<file path="src/rtl/fib_sched_pkg.sv">
// fib_sched_pkg: shared types and constants for the Fibonacci request scheduler.
//   state_t   - scheduler FSM states (IDLE, RUN, DONE)
//   DEF_*     - default requester count, result width and index width
//   id_width  - width of an encoded requester index (minimum 1 bit)
package fib_sched_pkg;

    typedef enum logic [1:0] {
        IDLE,
        RUN,
        DONE
    } state_t;

    localparam int unsigned DEF_NREQ = 2;
    localparam int unsigned DEF_W    = 16;
    localparam int unsigned DEF_IW   = 6;

    function automatic int unsigned id_width(input int unsigned n);
        return (n <= 2) ? 1 : $clog2(n);
    endfunction

endpackage

</file>
<file path="src/rtl/fib_rr_arb.sv">
// fib_rr_arb: round-robin arbiter for the Fibonacci scheduler.
// Ports:
//   clk, rst     - clock, asynchronous active-high reset
//   req          - per-requester request vector
//   advance      - grant was accepted this cycle; pointer moves to it
//   grant        - one-hot grant (combinational)
//   grant_idx    - encoded index of the granted requester
//   grant_valid  - at least one requester is asking
// The pointer holds the last accepted requester; the search begins one past
// it. Reset value NREQ-1 gives requester 0 highest priority first.
module fib_rr_arb #(
    parameter int unsigned NREQ = 2,
    parameter int unsigned IDW  = 1
) (
    input  logic            clk,
    input  logic            rst,
    input  logic [NREQ-1:0] req,
    input  logic            advance,
    output logic [NREQ-1:0] grant,
    output logic [IDW-1:0]  grant_idx,
    output logic            grant_valid
);

    logic [IDW-1:0] ptr;
    int unsigned    cand;

    always_comb begin
        grant       = '0;
        grant_idx   = '0;
        grant_valid = 1'b0;
        cand        = 0;
        for (int unsigned off = 1; off <= NREQ; off++) begin
            cand = int'(ptr) + off;
            if (cand >= NREQ) begin
                cand = cand - NREQ;
            end
            if (!grant_valid && req[cand[IDW-1:0]]) begin
                grant_valid = 1'b1;
                grant_idx   = cand[IDW-1:0];
            end
        end
        if (grant_valid) begin
            grant[grant_idx] = 1'b1;
        end
    end

    always_ff @(posedge clk or posedge rst) begin
        if (rst) begin
            ptr <= IDW'(NREQ - 1);
        end else if (advance && grant_valid) begin
            ptr <= grant_idx;
        end
    end

endmodule

</file>
<file path="src/rtl/fib_sched.sv">
// fib_sched: shares one iterative Fibonacci stepping engine between NREQ
// requesters. Requests are granted round-robin; each computes F(k) by k
// steps of (a,b) <= (b,a+b) and returns the result over valid/ready.
// Ports:
//   clk, rst            - clock, asynchronous active-high reset
//   req_valid/req_idx   - per-requester request and index k (IW bits each)
//   req_ready           - one-hot accept to the granted requester (IDLE only)
//   stall               - freezes stepping and completion while high
//   rsp_valid/rsp_ready - response handshake
//   rsp_data            - F(k) mod 2^W
//   rsp_id              - requester index of the result
//   rsp_ovf             - F(k) did not fit in W bits
//   busy                - high outside IDLE
// Build option: define FIB_SCHED_OVF_EN to implement overflow tracking;
// otherwise rsp_ovf is tied low.
module fib_sched
    import fib_sched_pkg::*;
#(
    parameter  int unsigned NREQ = DEF_NREQ,
    parameter  int unsigned W    = DEF_W,
    parameter  int unsigned IW   = DEF_IW,
    localparam int unsigned IDW  = id_width(NREQ)
) (
    input  logic             clk,
    input  logic             rst,
    input  logic [NREQ-1:0]  req_valid,
    input  logic [NREQ*IW-1:0] req_idx,
    output logic [NREQ-1:0]  req_ready,
    input  logic             stall,
    output logic             rsp_valid,
    input  logic             rsp_ready,
    output logic [W-1:0]     rsp_data,
    output logic [IDW-1:0]   rsp_id,
    output logic             rsp_ovf,
    output logic             busy
);

    state_t          state, next_state;
    logic [NREQ-1:0] grant;
    logic [IDW-1:0]  grant_idx;
    logic            grant_valid;
    logic            accept;
    logic            step;
    logic            finish;

    logic [W-1:0]    a, b;
    logic [W-1:0]    sum;
    logic            carry;
    logic [IW-1:0]   cnt;
    logic [IW-1:0]   sel_idx;
    logic [IDW-1:0]  id_r;
    logic [W-1:0]    rsp_data_r;
    logic [IDW-1:0]  rsp_id_r;

    fib_rr_arb #(
        .NREQ (NREQ),
        .IDW  (IDW)
    ) u_arb (
        .clk         (clk),
        .rst         (rst),
        .req         (req_valid),
        .advance     (accept),
        .grant       (grant),
        .grant_idx   (grant_idx),
        .grant_valid (grant_valid)
    );

    assign sel_idx      = req_idx[int'(grant_idx)*IW +: IW];
    assign {carry, sum} = {1'b0, a} + {1'b0, b};

    always_ff @(posedge clk or posedge rst) begin
        if (rst) begin
            state <= IDLE;
        end else begin
            state <= next_state;
        end
    end

    always_comb begin
        next_state = state;
        accept     = 1'b0;
        step       = 1'b0;
        finish     = 1'b0;
        case (state)
            IDLE: begin
                if (grant_valid) begin
                    accept     = 1'b1;
                    next_state = RUN;
                end
            end
            RUN: begin
                if (!stall) begin
                    if (cnt != '0) begin
                        step = 1'b1;
                    end else begin
                        finish     = 1'b1;
                        next_state = DONE;
                    end
                end
            end
            DONE: begin
                if (rsp_ready) begin
                    next_state = IDLE;
                end
            end
            default: next_state = IDLE;
        endcase
    end

    // Grant is only offered in IDLE, and is masked while reset is held so
    // requesters never see an accept the core will not take.
    assign req_ready = (state == IDLE && !rst) ? grant : '0;
    assign rsp_valid = (state == DONE);
    assign busy      = (state != IDLE);
    assign rsp_data  = rsp_data_r;
    assign rsp_id    = rsp_id_r;

    always_ff @(posedge clk or posedge rst) begin
        if (rst) begin
            a          <= '0;
            b          <= '0;
            cnt        <= '0;
            id_r       <= '0;
            rsp_data_r <= '0;
            rsp_id_r   <= '0;
        end else if (accept) begin
            a    <= '0;
            b    <= W'(1);
            cnt  <= sel_idx;
            id_r <= grant_idx;
        end else if (step) begin
            a   <= b;
            b   <= sum;
            cnt <= cnt - 1'b1;
        end else if (finish) begin
            rsp_data_r <= a;
            rsp_id_r   <= id_r;
        end
    end

`ifdef FIB_SCHED_OVF_EN
    // ovf_a/ovf_b mark that F(i)/F(i+1) no longer fit; once set they
    // propagate forward with the values they describe.
    logic ovf_a, ovf_b, rsp_ovf_r;

    always_ff @(posedge clk or posedge rst) begin
        if (rst) begin
            ovf_a     <= 1'b0;
            ovf_b     <= 1'b0;
            rsp_ovf_r <= 1'b0;
        end else if (accept) begin
            ovf_a <= 1'b0;
            ovf_b <= 1'b0;
        end else if (step) begin
            ovf_a <= ovf_b;
            ovf_b <= ovf_b | ovf_a | carry;
        end else if (finish) begin
            rsp_ovf_r <= ovf_a;
        end
    end

    assign rsp_ovf = rsp_ovf_r;
`else
    logic unused_carry;
    assign unused_carry = carry;
    assign rsp_ovf      = 1'b0;
`endif

endmodule

</file>
<file path="config.mk">
export PLATFORM = sky130hd
export DESIGN_NAME = fib_sched
export DESIGN_NICKNAME = d
export VERILOG_FILES = /design/src/rtl/fib_sched_pkg.sv /design/src/rtl/fib_rr_arb.sv /design/src/rtl/fib_sched.sv
export SDC_FILE = /design/constraint.sdc
export NUM_CORES = 1
export LEC_CHECK = 0
export ABC_CLOCK_PERIOD_IN_PS = 2700
export BUFFER_PORTS_ARGS = -buffer_cell sky130_fd_sc_hd__buf_4
export CORE_ASPECT_RATIO = 2
export CORE_MARGIN = 1
export CORE_UTILIZATION = 57
export CTS_CLUSTER_SIZE = 30
export DETAILED_ROUTE_END_ITERATION = 12
export PLACE_DENSITY = 0.78
export SLEW_MARGIN = 5
export SYNTH_ARGS = -nofsm -noshare
export SYNTH_HDL_FRONTEND = slang
export SYNTH_SLANG_ARGS = --single-unit
</file>
<file path="constraint.sdc">
create_clock -name clk -period 2.7 [get_ports clk]
set_clock_uncertainty 0.15 [all_clocks]
set_input_delay 0.135 -clock clk [delete_from_list [all_inputs] [get_ports clk]]
set_output_delay 0.135 -clock clk [all_outputs]
set_load 0.005 [all_outputs]
</file>
# Yosys cells after proc, flatten, opt, wreduce, memory -nomap -nowiden
# Index checks and enable logic that the tools add are counted.
[word_totals]
output_inout_bits = 22
word_cells = 75
regBits = 59
[classes]
muxes = 33
n_eq_ne = 6
shifts = 1
reduce_logical = 12
n_lt_le_gt_ge = 6
n_bitwise = 2
n_addsub = 6
mul = 1
[ops]
columns = ["operator", "count"]
rows = [
  ["$mux W16", 4],
  ["$mux W1", 19],
  ["$add A16 B16 Y16", 1],
  ["$mux W2", 6],
  ["$mux W6", 2],
  ["$shiftx A12 B5 Y6", 1],
  ["$lt A1 B2 Y1 const B", 3],
  ["$pmux W2 S3", 1],
  ["$reduce_bool A6 Y1", 1],
  ["$sub A6 B1 Y6 const B", 1],
  ["$logic_and A1 B1 Y1", 4],
  ["$ne A2 B1 Y1 const B", 2],
  ["$ne A2 B2 Y1 const B", 2],
  ["$reduce_and A4 Y1", 1],
  ["$reduce_bool A2 Y1", 2],
  ["$add A1 B2 Y3 const B", 1],
  ["$ge A3 B2 Y1 const B", 1],
  ["$mul A1 B2 Y3 const B", 1],
  ["$reduce_and A3 Y1", 1],
  ["$add A1 B1 Y2 const B", 1],
  ["$eq A2 B1 Y1 const B", 1],
  ["$eq A2 B2 Y1 const B", 1],
  ["$ge A2 B2 Y1 const B", 1],
  ["$logic_not A1 Y1", 2],
  ["5 further kinds", 7],
]

# Depth between registers and ports, before layout
# Gate-level depths: netlist (run 1).
[depth]
word_depth = 15
mapped_depth = 9
depth_no_buf = 9

# Modules after synthesis
# Synthesis (run 1) repeated with hierarchy kept, for this count alone.
[unflattened]
cells_unflattened = 337
area_unflattened_um2 = 3350.7
[modules_own_cells]
columns = ["mod", "area_per_inst_um2", "cells_per_inst", "instances"]
rows = [
  ["fib_sched", 3276.9, 328, 1],
  ["fib_rr_arb", 73.8, 9, 1],
]

# Worst setup path after synthesis (run 1)
# Ideal clock, no wire load.
[synth_timing]
path_kind = "reg2reg"
from = "register a[0]"
to = "register b[8]"
arrival_time_ps = 2073
stages_incl_launch_ff = 10
slack_ps = 344
period_less_slack_ps = 2356
setup_ps = 133
n_path_buf = 0
cell_sequence = "dfrtp_1 ha_1 fa_1 a211oi_1 o21bai_1 a21oi_1 o21bai_1 a21oi_1 xnor2_1 o21ai_0"
[synth_between]
elab_chain_cells = 3
[synth_rtl]
columns = ["item", "line_no", "rtl"]
rows = [
  ["start, declared", "fib_sched.sv:46", "logic [W-1:0] a, b;"],
  ["start signal, assigned", "fib_sched.sv:120", "a <= '0;"],
  ["start signal, assigned", "fib_sched.sv:127", "a <= '0;"],
  ["start signal, assigned", "fib_sched.sv:132", "a <= b;"],
  ["$add A16 B16 Y16", "fib_sched.sv:69", "assign {carry, sum} = {1'b0, a} + {1'b0, b};"],
  ["$mux W16", "fib_sched.sv:131", "end else if (step) begin"],
  ["$mux W16", "fib_sched.sv:126", "end else if (accept) begin"],
  ["end signal, assigned", "fib_sched.sv:133", "b <= sum;"],
  ["end, declared", "fib_sched.sv:46", ""],
]
# No other way between the ends. The select of a mux whose other input is x is not followed.
# A chain may end at the register's enable or synchronous reset.

# Worst setup path after layout (run 1)
# Ends and elaborated chain as after synthesis.

==> reports/qor.txt, run 1 <==
crit path from: a[0]$_DFFE_PP0P_
grt ovf: 0
Vias: 2661
I/O pin count: 40
DRT Pass-1 Iters: 4
CTS tree: built
# DRC: 0
Die Ht: 108.9 um
first-pass GRT wire length: 11830 um
largest net degree at the start of global routing: 33
Die ar.: 0.006036 mm2
Rows: 38
Vias/cell: 5.913
Slew headroom: 0.4812
total track usage: 0.2575
GP Congestion: 0.9420
post-layout minimum cycle time: 2.503 ns
WP buf/inv: 0
unrepaired setup endpoints after global routing: no
final hold vios: 0
Reg2Reg Depth: 9
yosys synthesis warning count: 0
Syn Inst Count: 333
Yosys top cell area share: 0.4458
crit path cell chain: ha_1 > fa_1 > a211oi_2 > o21bai_1 > a21oi_1 > o21bai_1 > a21oi_1 > xnor2_1 > o21ai_0
share of layout cells above drive strength 1: 0.2128
Critical Path Fanout Max: 4
HP Class: in2reg
crit path max-delay cell type: fa_1
Synth area leaders: dfrtp_1 (45%), ha_1 (6.5%), nand3_1 (5.5%)
cell area after synthesis: 0.003256 mm2
Synth async-reset ratio: 1.000
post-synth top area cell: dfrtp_1
Crit Path Class: reg2reg
worst r2r dst: b[8]$_DFFE_PP0P_
Final Non-Filler Cells: 450
worst r2r src: a[0]$_DFFE_PP0P_
die width: 55.44 um
Reg2Reg Setup Slack: 0.20 ns
Syn Nets: 369
combinational power share: 0.471
Post-DRT Antenna Nets: 0
WL/cell: 15.85 um
commonest cells in the netlist: dfrtp_1 (58), nand2_1 (45), nand3_1 (36)
Clk pwr share: 0.163
Req. time, crit path: 2.78 ns
post-DP HPWL: 4866 um
initial antenna violation count: 0
crit path capture: b[8]$_DFFE_PP0P_
Placeable Area: 0.005468 mm2
Power Dens Cells: 1041 mW/mm2
Worst VDD drop: 0.7156 mV
Final setup viols: 0
Post-CTS Setup Inserts: 0
FF+latch count, synth: 59
Worst Max-Slew Pin Slew: 0.7780 ns
top-count cell post-synth: dfrtp_1
LEAKAGE: 1.949 nW
Sw Pwr: 1.617 mW
Synth cell types: 49
Final nets: 421
Synth Flop Type: dfrtp_1
max cap viols: 0
H-tree depth: 3
initial DRC count: 113
Tcrit/Tclk final: 0.9271
internal power: 2.422 mW
cts bufs inserted: 9
Worst path max stage delay: 0.44 ns
Avg Cell Area, Syn: 9.777 um2
Post-synth EDFFs: 0
number of antenna diodes: 0
Clk Latency, worst-skew pair: 0.35 ns
f_max: 0.3995 GHz
Final Max Tran Viols: 0
Buffers on Ports: 38
Levels on crit path: 9
area growth from synthesis to layout: 19.10%
Routed Wire Length: 7133 um
element type at the critical path start: register
Worst-path clk slew: 0.06 ns
status: finished, final reports clean
CP arrival: 2.58 ns
placed cell count: 421
Root Driver: clkbuf_8
switching share of power: 0.4003
sequential share of power: 0.366
final setup TNS: 0 ns
crit end category: register
CTS Sinks: 59
post-synthesis sequential area ratio: 0.4539
Initial Util: 0.5954
delay-heaviest family, CP: compound AO/OA/AOI/OAI gates
vias in the first global route: 2629
Clock Tree Buf Depth: 2
-- layout make-up --
type	instances	area (um2)
clock buffers	13	138.9
well taps	60	75.07
repair buffers	57	473.0
inverters	9	33.78
fillers	416	1590
flip-flops and latches	59	1478
clock inverters	3	15.01
multi-input cells	249	1664
-- registers in the layout, summed over array words and instances, names as in the netlist --
| register | count |
|---|---|
| a | 16 |
| b | 16 |
| rsp_data | 16 |
| cnt | 6 |
| state | 2 |
| id_r | 1 |
| rsp_id | 1 |
| u_arb.ptr | 1 |
-- cell families after synthesis --
group                    share of synthesized area
other                                     0.001152
XOR/XNOR                                   0.04304
flip-flops                                  0.4539
adder cells (fa/ha/maj)                    0.07148
AO/OA/AOI/OAI                               0.1337
AND/OR/NAND/NOR                             0.1741
multiplexers                               0.08494
buffers and inverters                      0.03766
-- per-layer routing --
metal  global-route usage  part of all wire  vias to the layer above
li1                     -                 -                     1279
met1               0.2782              0.39                     1296
met2               0.4458              0.54                       62
met3              0.05694             0.033                       24
met4               0.1732             0.036                        0
met5                    0                 0                        -
-- worst min-delay path by stage --
stage                      start                       to  depth (start not counted)
floorplan           req_valid[0]    u_arb.ptr$_DFFE_PP1P_                          1
global placement             rst  rsp_data[0]$_DFFE_PP0P_                          2
detailed placement           rst  rsp_data[0]$_DFFE_PP0P_                          2
CTS                   req_idx[0]       cnt[0]$_DFFE_PP0P_                          4
global route          req_idx[0]       cnt[0]$_DFFE_PP0P_                          4
finish                req_idx[0]       cnt[0]$_DFFE_PP0P_                          4
-- layout by cell type, fill, tap and decap left out, types with 2 or more instances in the layout --
cell / instances
nor2b_1: 3
a31oi_1: 4
a21oi_1: 18
o21bai_1: 2
a31o_2: 2
ha_1: 17
nor4_1: 2
xor2_1: 6
or3_1: 2
clkinv_2: 3
a211oi_1: 5
buf_4: 43
nand4_1: 2
dfrtp_1: 58
xnor2_1: 10
and3_1: 2
mux2i_1: 4
mux2_4: 9
inv_1: 8
nor2_1: 13
clkbuf_1: 4
mux2_2: 9
o21ai_0: 26
nand3_1: 36
a21o_1: 6
dlygate4sd3_1: 13
nand2b_1: 3
nor3_1: 4
nand2_1: 45
clkbuf_8: 9
-- tightest hold or removal path, stage by stage --
cell and delay [ns]:
buf_4 0.07, mux2i_1 0.06, o22ai_1 0.10, a31o_2 0.11
-- repair_timing --
| action | CTS | global route |
|---|---|---|
| endpoints found under the hold margin | 37 | 0 |
| resized for setup | 0 | 1 |
| endpoints found under the setup margin | 0 | 2 |
| hold buffers | 13 | 0 |
-- stage by stage --
stage	hold slack, ns	total power, mW	setup WS, ns	utilization	instance area, um2
after floorplan	0.05497	2.843	0.3442	-	3256
after global placement	0.1053	3.254	0.2206	0.6563	3588
after detailed placement	0.1135	3.329	0.1492	0.6563	3588
after CTS	0.004871	4.034	0.1187	0.7082	3872
after global routing	0.04184	4.373	0.01981	0.7092	3877
final	0.01112	4.038	0.1967	0.7092	3877
-- power by group through the flow --
stage	sequential (mW)	clock, mW	combinational (mW)
final	1.48	0.659	1.90
after global routing	1.52	0.708	2.14
after detailed placement	1.49	0	1.84
after global placement	1.46	0	1.79
after floorplan	1.42	0	1.42
after CTS	1.47	0.675	1.88
Note: power is estimated with default switching activity, not from simulation.
==> run 2: changes to the inputs <==
--- a/config.mk
+++ b/config.mk
@@ -5,7 +5,7 @@
 export SDC_FILE = /design/constraint.sdc
 export NUM_CORES = 1
 export LEC_CHECK = 0
-export ABC_CLOCK_PERIOD_IN_PS = 2700
+export ABC_CLOCK_PERIOD_IN_PS = 3000
 export BUFFER_PORTS_ARGS = -buffer_cell sky130_fd_sc_hd__buf_4
 export CORE_ASPECT_RATIO = 2
 export CORE_MARGIN = 1
==> constraint.sdc (replaced) <==
create_clock -name clk -period 3 [get_ports clk]
set_clock_uncertainty 0.15 [all_clocks]
set_input_delay 0.15 -clock clk [delete_from_list [all_inputs] [get_ports clk]]
set_output_delay 0.15 -clock clk [all_outputs]
set_load 0.005 [all_outputs]
==> run 2 against run 1 <==
Largest cell class unchanged. Highest routed layer unchanged. Critical path type unchanged. Cell count down 0.22%. Sequential share of layout area up 0.062 points. Global-route usage up 0.76 points.
==> reports/qor.txt, run 2 (synthesized netlist as in run 1, its figures left out) <==
status: finished, final reports clean (unchanged)
Final Max Tran Viols: 0 (unchanged)
Placeable Area: 0.005468 mm2 (unchanged)
Post-CTS Setup Inserts: 0 (unchanged)
Placed Instance Area: 0.003568 mm2 (was 0.003588 mm2)
Req. time, crit path: 3.07 ns (was 2.78 ns)
Initial Util: 0.5954 (unchanged)
most frequent cells in the layout: dfrtp_1 (58), nand2_1 (45), buf_4 (43) (unchanged)
Reg2Reg Setup Slack: 0.35 ns (was 0.20 ns)
Reg2Reg Depth: 9 (unchanged)
# DRC: 0 (unchanged)
element type at the critical path start: register (unchanged)
LEAKAGE: 1.948 nW (was 1.949 nW)
Final Total Pwr: 3.673 mW (was 4.038 mW)
HP Class: in2reg (unchanged)
Final nets: 420 (was 421)
Die Ht: 108.9 um (unchanged)
Final Non-Filler Cells: 449 (was 450)
met2 WL: 3841 um (was 3851 um)
Clock Tree Buf Depth: 2 (unchanged)
post-DP HPWL: 4708 um (was 4866 um)
I/O pin count: 40 (unchanged)
unrepaired setup endpoints after global routing: no (unchanged)
cts bufs inserted: 9 (unchanged)
area growth from synthesis to layout: 18.91% (was 19.10%)
DR top layer: met4 (unchanged)
hold wc startpoint: req_idx[0] (unchanged)
max cap viols: 0 (unchanged)
Rows: 38 (unchanged)
post-layout minimum cycle time: 2.649 ns (was 2.503 ns)
CTS Sinks: 59 (unchanged)
switching share of power: 0.3969 (was 0.4003)
Metal-1 WL: 2891 um (was 2785 um)
commonest non-fill, non-tap cell in the layout: dfrtp_1 (unchanged)
worst hold margin: 0.02280 ns (was 0.01112 ns)
Power Dens Cells: 948.7 mW/mm2 (was 1041 mW/mm2)
final hold vios: 0 (unchanged)
H-tree depth: 3 (unchanged)
Post-DRT Antenna Nets: 0 (unchanged)
Post-CTS Resized: 0 (unchanged)
CTS tree: built (unchanged)
WHS Endpoint: cnt[0]$_DFFE_PP0P_ (unchanged)
Tcrit/Tclk final: 0.8831 (was 0.9271)
Vias/cell: 5.947 (was 5.913)
Worst Max-Slew Pin Slew: 1.061 ns (was 0.7780 ns)
crit end category: register (unchanged)
largest net degree at the start of global routing: 36 (was 33)
first-pass GRT wire length: 12140 um (was 11830 um)
die width: 55.44 um (unchanged)
placed cell count: 420 (was 421)
Critical Path Fanout Max: 4 (unchanged)
Slew headroom: 0.2928 (was 0.4812)
DRT Pass-1 Iters: 4 (unchanged)
hold depth: 4 (unchanged)
worst r2r dst: b[8]$_DFFE_PP0P_ (unchanged)
final setup TNS: 0 ns (unchanged)
worst r2r src: a[0]$_DFFE_PP0P_ (unchanged)
Clk pwr share: 0.175 (was 0.163)
fin area: 0.003871 mm2 (was 0.003877 mm2)
sequential share of power: 0.360 (was 0.366)
Buffers on Ports: 38 (unchanged)
internal power: 2.215 mW (was 2.422 mW)
Routed met3 length: 274 um (was 238 um)
Worst-path clk slew: 0.06 ns (about the same)
Sw Pwr: 1.458 mW (was 1.617 mW)
Worst VDD drop: 0.6743 mV (was 0.7156 mV)
Die ar.: 0.006036 mm2 (unchanged)
Final setup viols: 0 (unchanged)
total track usage: 0.2652 (was 0.2575)
f_max: 0.3775 GHz (was 0.3995 GHz)
combinational power share: 0.465 (was 0.471)
vias in the first global route: 2555 (was 2629)
Clk Latency, worst-skew pair: 0.35 ns (about the same)
Routed Wire Length: 7213 um (was 7133 um)
Crit Path Class: reg2reg (unchanged)
Hold-fix buffers, CTS: 13 (unchanged)
Root Driver: clkbuf_8 (unchanged)
share of layout cells above drive strength 1: 0.2108 (was 0.2128)
Vias: 2670 (was 2661)
grt ovf: 0 (unchanged)
GP Congestion: 0.9561 (was 0.9420)
WL/cell: 16.06 um (was 15.85 um)
initial DRC count: 135 (was 113)
initial antenna violation count: 0 (unchanged)
number of antenna diodes: 0 (unchanged)
CP arrival: 2.72 ns (was 2.58 ns)
## run 2: power groups by stage
stage	Clock (mW)	Sequential, mW	Combinational [mW]
finish	0.643	1.32	1.71
global route	0.690	1.36	1.92
CTS	0.658	1.32	1.69
detailed placement	0	1.33	1.65
global placement	0	1.32	1.60
floorplan	0	1.28	1.28
## run 2: stage by stage
step | setup slack (ns) | util
after floorplan | 0.6442 | -
after global placement | 0.5108 | 0.6526
after detailed placement | 0.4284 | 0.6526
after CTS | 0.3968 | 0.7080
after global routing | 0.09356 | 0.7080
final | 0.3507 | 0.7080
## run 2: layer usage
layer  GRT usage  vias to the layer above
met5           0                        -
met4      0.1375                        0
met3     0.05575                       16
met2      0.4604                       68
met1      0.3049                     1304
li1            -                     1282
## run 2: worst max-delay path, stage by stage, from the launching register on
cell and delay, ns:
dfrtp_1 0.39, ha_1 0.23, fa_1 0.43, a211oi_1 0.31, o21bai_1 0.20, a21oi_1 0.27
o21bai_1 0.09, a21oi_1 0.22, xnor2_1 0.14, o21ai_0 0.09
## run 2: worst max path at each step
stage,startpoint,slack (ns),to,cells after the start
2_1_floorplan,a[0]$_DFFE_PP0P_,0.64,b[8]$_DFFE_PP0P_,9
5_1_grt,a[0]$_DFFE_PP0P_,0.09,b[8]$_DFFE_PP0P_,9
4_1_cts,a[0]$_DFFE_PP0P_,0.40,b[8]$_DFFE_PP0P_,9
3_5_place_dp,a[0]$_DFFE_PP0P_,0.43,b[8]$_DFFE_PP0P_,9
6_report,a[0]$_DFFE_PP0P_,0.35,b[8]$_DFFE_PP0P_,9
3_3_place_gp,a[0]$_DFFE_PP0P_,0.51,b[8]$_DFFE_PP0P_,9
## run 2: cell type report
cell class / instances / area, um2
clock inverters: 2 / 10.01
fillers: 413 / 1597
well taps: 60 / 75.07
clock buffers: 14 / 162.7
flip-flops and latches: 59 / 1478
repair buffers: 56 / 452.9
inverters: 9 / 33.78
multi-input cells: 249 / 1659
